### config.mk
export PLATFORM = sky130hd
export DESIGN_NAME = wb_stage
export DESIGN_NICKNAME = d
export VERILOG_FILES = /design/src/rtl/wb_stage.sv
export SDC_FILE = /design/constraint.sdc
export NUM_CORES = 1
export LEC_CHECK = 0
export ABC_AREA = 1
export BUFFER_PORTS_ARGS = -buffer_cell sky130_fd_sc_hd__buf_2
export CAP_MARGIN = 15
export CORE_AREA = 2 2 177 179
export DETAILED_ROUTE_END_ITERATION = 8
export DIE_AREA = 0 0 179 181
export GPL_TIMING_DRIVEN = 0
export PLACE_DENSITY = 0.42
export SLEW_MARGIN = 20
export SYNTH_ARGS = -nofsm -noshare
export SYNTH_HDL_FRONTEND = slang
export SYNTH_SLANG_ARGS = --single-unit
### constraint.sdc
create_clock -name clock -period 4.33 [get_ports clock]
set_input_delay 0.2165 -clock clock [delete_from_list [all_inputs] [get_ports clock]]
set_output_delay 0.2165 -clock clock [all_outputs]
set_load 0.1 [all_outputs]
### src/rtl/wb_stage.sv
// Writeback stage: holds one retiring instruction and forms its final result.
// It drives the register-file write port, counts retired instructions and
// halts the core after an ebreak commits.
module wb_stage #(
  parameter int XLEN  = 32,
  parameter int CNT_W = 64
) (
  input  logic             clock,
  input  logic             reset,
  input  logic             in_valid,
  output logic             in_ready,
  input  logic [31:0]      in_pc,
  input  logic [4:0]       in_rd,
  input  logic             in_wen,
  input  logic             in_is_load,
  input  logic [2:0]       in_funct3,
  input  logic [1:0]       in_addr_lo,
  input  logic [XLEN-1:0]  in_alu_result,
  input  logic [XLEN-1:0]  in_mem_rdata,
  input  logic             in_ebreak,
  input  logic             commit_stall,
  output logic             rf_wen,
  output logic [4:0]       rf_waddr,
  output logic [XLEN-1:0]  rf_wdata,
  output logic             commit_valid,
  output logic [31:0]      commit_pc,
  output logic             halted,
  output logic [CNT_W-1:0] instret
);

  typedef enum logic [1:0] {
    EMPTY  = 2'd0,
    FULL   = 2'd1,
    HALTED = 2'd2
  } state_t;

  state_t            r_state;
  logic [31:0]       r_pc;
  logic [4:0]        r_rd;
  logic              r_wen;
  logic [XLEN-1:0]   r_result;
  logic              r_ebreak;
  logic [CNT_W-1:0]  r_instret;

  logic [7:0]        w_byte;
  logic [15:0]       w_half;
  logic [XLEN-1:0]   w_result;
  logic              w_commit;
  logic              w_accept;

  // The held entry retires whenever it is present and commit is not stalled;
  // a new instruction can slide in behind it in the same cycle unless the
  // entry is an ebreak, which must be the last thing the core retires.
  assign w_commit     = (r_state == FULL) && !commit_stall;
  assign in_ready     = (r_state == EMPTY) ||
                        ((r_state == FULL) && !commit_stall && !r_ebreak);
  assign w_accept     = in_valid && in_ready;

  assign rf_wen       = w_commit && r_wen && (r_rd != 5'd0);
  assign rf_waddr     = r_rd;
  assign rf_wdata     = r_result;
  assign commit_valid = w_commit;
  assign commit_pc    = r_pc;
  assign halted       = (r_state == HALTED);
  assign instret      = r_instret;

  // Pick the addressed byte/half lane of the memory word and extend it to XLEN.
  always_comb begin
    w_byte   = in_mem_rdata[{in_addr_lo, 3'b000} +: 8];
    w_half   = in_mem_rdata[{in_addr_lo[1], 4'b0000} +: 16];
    w_result = in_alu_result;
    if (in_is_load) begin
      case (in_funct3)
        3'b000:  w_result = {{(XLEN-8){w_byte[7]}}, w_byte};
        3'b100:  w_result = {{(XLEN-8){1'b0}}, w_byte};
        3'b001:  w_result = {{(XLEN-16){w_half[15]}}, w_half};
        3'b101:  w_result = {{(XLEN-16){1'b0}}, w_half};
        default: w_result = in_mem_rdata;
      endcase
    end
  end

  // Occupancy state machine: EMPTY/FULL track the entry, HALTED is terminal.
  always_ff @(posedge clock) begin
    if (reset) begin
      r_state <= EMPTY;
    end else begin
      case (r_state)
        EMPTY: begin
          if (w_accept) r_state <= FULL;
        end
        FULL: begin
          if (w_commit) begin
            if (r_ebreak)      r_state <= HALTED;
            else if (w_accept) r_state <= FULL;
            else               r_state <= EMPTY;
          end
        end
        HALTED:  r_state <= HALTED;
        default: r_state <= EMPTY;
      endcase
    end
  end

  // Capture the payload and precomputed result so rf_wdata comes from a flop.
  always_ff @(posedge clock) begin
    if (reset) begin
      r_pc     <= 32'd0;
      r_rd     <= 5'd0;
      r_wen    <= 1'b0;
      r_result <= '0;
      r_ebreak <= 1'b0;
    end else if (w_accept) begin
      r_pc     <= in_pc;
      r_rd     <= in_rd;
      r_wen    <= in_wen;
      r_result <= w_result;
      r_ebreak <= in_ebreak;
    end
  end

  // Retired-instruction counter, bumped once per commit and wrapping naturally.
  always_ff @(posedge clock) begin
    if (reset) begin
      r_instret <= '0;
    end else if (w_commit) begin
      r_instret <= r_instret + {{(CNT_W-1){1'b0}}, 1'b1};
    end
  end

endmodule

==> impl_metrics.tcl <==
set metrics [dict create \
    status "completed" \
    hold_buffers 2 \
    ys_async_sr_fraction_pct 0 \
    clockBufferDepth 2 \
    maxCapViolations 0 \
    setup.worst_path.end_class "output pin" \
    skew_ns 0.0113 \
    worst_slack_ns 1.75 \
    grtUsageTotal_pct 18.6 \
    dp_cells 1790 \
    netlist.area_leader.share_pct 36.4 \
    ir_drop_uv 241 \
    power_leakage_nw 4.31 \
    post-route-drc-count 0 \
    rsz0062_at_grt "no" \
    globalRouteOverflowTotal 0 \
    cts.clk_slew.worst_paths_ns 0.07 \
    power.density_nw_per_um2 374 \
    min_path_type "in2reg" \
    crit_chain "buf_4 -> nand2_1 -> nor2_4 -> buf_1 -> nand2_1 -> a21oi_1 -> buf_2" \
    tns_ns 0 \
    swShare_pct 37.7 \
    dp_worst_setup_slack_ns 1.94 \
    ys_seq_area_share_pct 36.4 \
    layout-drive-gt1-share_pct 26.2 \
    gp_congestion 0.849 \
    ant_nets 0 \
    r2r_setup_slack_ns 2.40 \
    p_clk_share_pct 40.2 \
    postCtsSetupBuffers 0 \
    grt_pass1_vias 8053 \
    numCtsBuffers 17 \
    drtIter0Drc 373 \
    critPathRequiredTime_ns 4.11 \
    total_power_mw 3.70 \
    critPathMaxStageDelay_ns 0.50 \
    synth_fp_nets 1260 \
    p_seq_share_pct 36.6 \
    htreeDepth 4 \
    clkLatencyLatePin_ns 0.45 \
    crit_arrival_ns 2.36 \
    ys_top_cells_by_area "dfxtp_1 (36%), nand2_1 (13%), nor2_1 (11%)" \
    avgRoutedWirePerCell_um 16.3 \
    start_util_pct 24.8 \
    avgSynthCellArea_sq_um 6.58 \
    grt_max_degree 17 \
    r2r_start "instret[1]" \
    crit_type "reg2out" \
    grt_first_pass_wirelength_um 45600 \
    dieArea_sq_um 32400 \
    pwr-share-comb_pct 23.2 \
    cellInternalPower_mw 2.30 \
    switchingPower_mw 1.39 \
    setup_viol 0 \
    synth_flop_cell "dfxtp_1" \
    die_w_um 179 \
    crit_path_frequent_cell "nand2_1" \
    syn_inst 1146 \
    startpoint "r_state[0]" \
    numPortBuffers 248 \
    vias 8215 \
    final_cells 1827 \
    slew_viol_final 0 \
    fin_area_sq_um 9890 \
    routed_wl_um 29800 \
    fill_cells 3401 \
    fin_crit_sh_pct 59.5 \
    clock_sinks 137 \
    first_pass_iters 5 \
    cpMaxStageDelayCell "buf_1" \
    core_sq_um 30300 \
    yosysTopAreaCell "dfxtp_1" \
    cts_tree "yes" \
    crit_fanout 10 \
    timing_hold_violations_final 0 \
    fmax_ghz 0.388 \
    final_nets 1529 \
    whs_ns 0.0189 \
    boundaryPins 250 \
    crit_path_start_kind "flop" \
    synthDistinctLibCells 52 \
    fin_util_pct 32.6 \
    num_rows 64 \
    syn2layout_area_growth_pct 31.1 \
    synth-edff-count 0 \
    post-route-min-period_ns 2.58 \
    die_y_um 181 \
    synth_warnings 0 \
    vias_per_cell 4.50 \
    ctsResizeCount 0 \
    tightest_slew_ns 0.783 \
    antenna_found_initial 6 \
    netlist_area_sq_um 7540 \
    ys_ff_latch 137 \
    dpl.hpwl_um 24000 \
    maxSlewHeadroom_pct 47.8 \
    root_buffer "clkbuf_16" \
    placed_area_sq_um 9280 \
    timing.hold.worst.start "in_pc[31]" \
]
[cells by family after synthesis]
family / after synthesis / synth area share [%]
XOR/XNOR: 9 / 1.05
buffers and inverters: 139 / 7.75
adder cells (fa/ha/maj): 1 / 0.166
AO/OA/AOI/OAI: 229 / 16.5
flip-flops: 137 / 36.4
AND/OR/NAND/NOR: 631 / 38.1
[synth_stat cells (all sizes together) (2+ instances only)]
| master | count |
|---|---|
| nand3 | 61 |
| xor2 | 6 |
| xnor2 | 3 |
| nor4 | 4 |
| o21a | 2 |
| inv | 90 |
| or2 | 3 |
| clkinv | 2 |
| nand4 | 18 |
| nor2 | 252 |
| or3 | 2 |
| o211ai | 7 |
| clkbuf | 28 |
| buf | 19 |
| nor3 | 14 |
| nand2 | 270 |
| dfxtp | 137 |
| a21oi | 93 |
| nor3b | 4 |
| o21ai | 119 |
| o31ai | 2 |
[power groups by stage]
stage	clock, mW	sequential [mW]	combinational [mW]
after global placement	0	1.38	0.865
after global routing	1.58	1.36	0.912
after floorplan	0	1.81	0.222
after CTS	1.53	1.35	0.868
after detailed placement	0	1.38	0.866
final	1.49	1.35	0.859
[layout make-up]
class	count	area (sq um)	share of cell area [%]
diodes	3	7.51	0.0759
plain buffers	47	228	2.30
clock buffers	17	425	4.30
clock inverters	15	156	1.58
inverters	92	357	3.61
multi-input cells	870	4210	42.6
flip-flops and latches	137	2740	27.7
well taps	396	495	5.01
repair buffers	250	1260	12.8
[registers in the layout, indices dropped and copies added (netlist names)]
signal and count:
instret 64, rf_wdata 32, commit_pc 32, rf_waddr 5, r_state 2, r_wen 1, r_ebreak 1
[metal layers]
metal | vias to the layer above | routed length (um) | GRT usage (%)
li1 | 4287 | - | -
met1 | 3695 | 13000 | 22.3
met4 | 4 | 409 | 4.59
met2 | 198 | 14400 | 31.8
met3 | 31 | 2010 | 6.36
met5 | - | 27 | 0
[critical path: cells and delay by family, from the launching register on]
kind | cells | cell delay, ns
AOI/OAI and AO/OA | 1 | 0.14
buffers and inverters | 3 | 1.11
DFF | 1 | 0.31
and+or+nand+nor | 3 | 0.37
[path summary, 6_finish.rpt]
kind,to,cells after the start
worst max-delay path,rf_wen,7
worst min-delay path,commit_pc[31],3
worst max register to register,instret[42],8
worst min register to register,rf_wdata[5],2
[placed cells by master, fill, tap and decap left out, types with 10 or more instances in the layout]
cell	count
nor2_1	228
clkbuf_16	17
buf_2	259
nand3_1	43
nor3_1	13
o21ai_0	105
nor2_2	13
a21oi_1	83
nand3_2	15
inv_1	85
nand4_1	16
clkbuf_1	28
a21oi_2	10
dfxtp_1	137
o21ai_1	14
nand2_1	262
No activity file was read; power rests on OpenSTA's default activity.
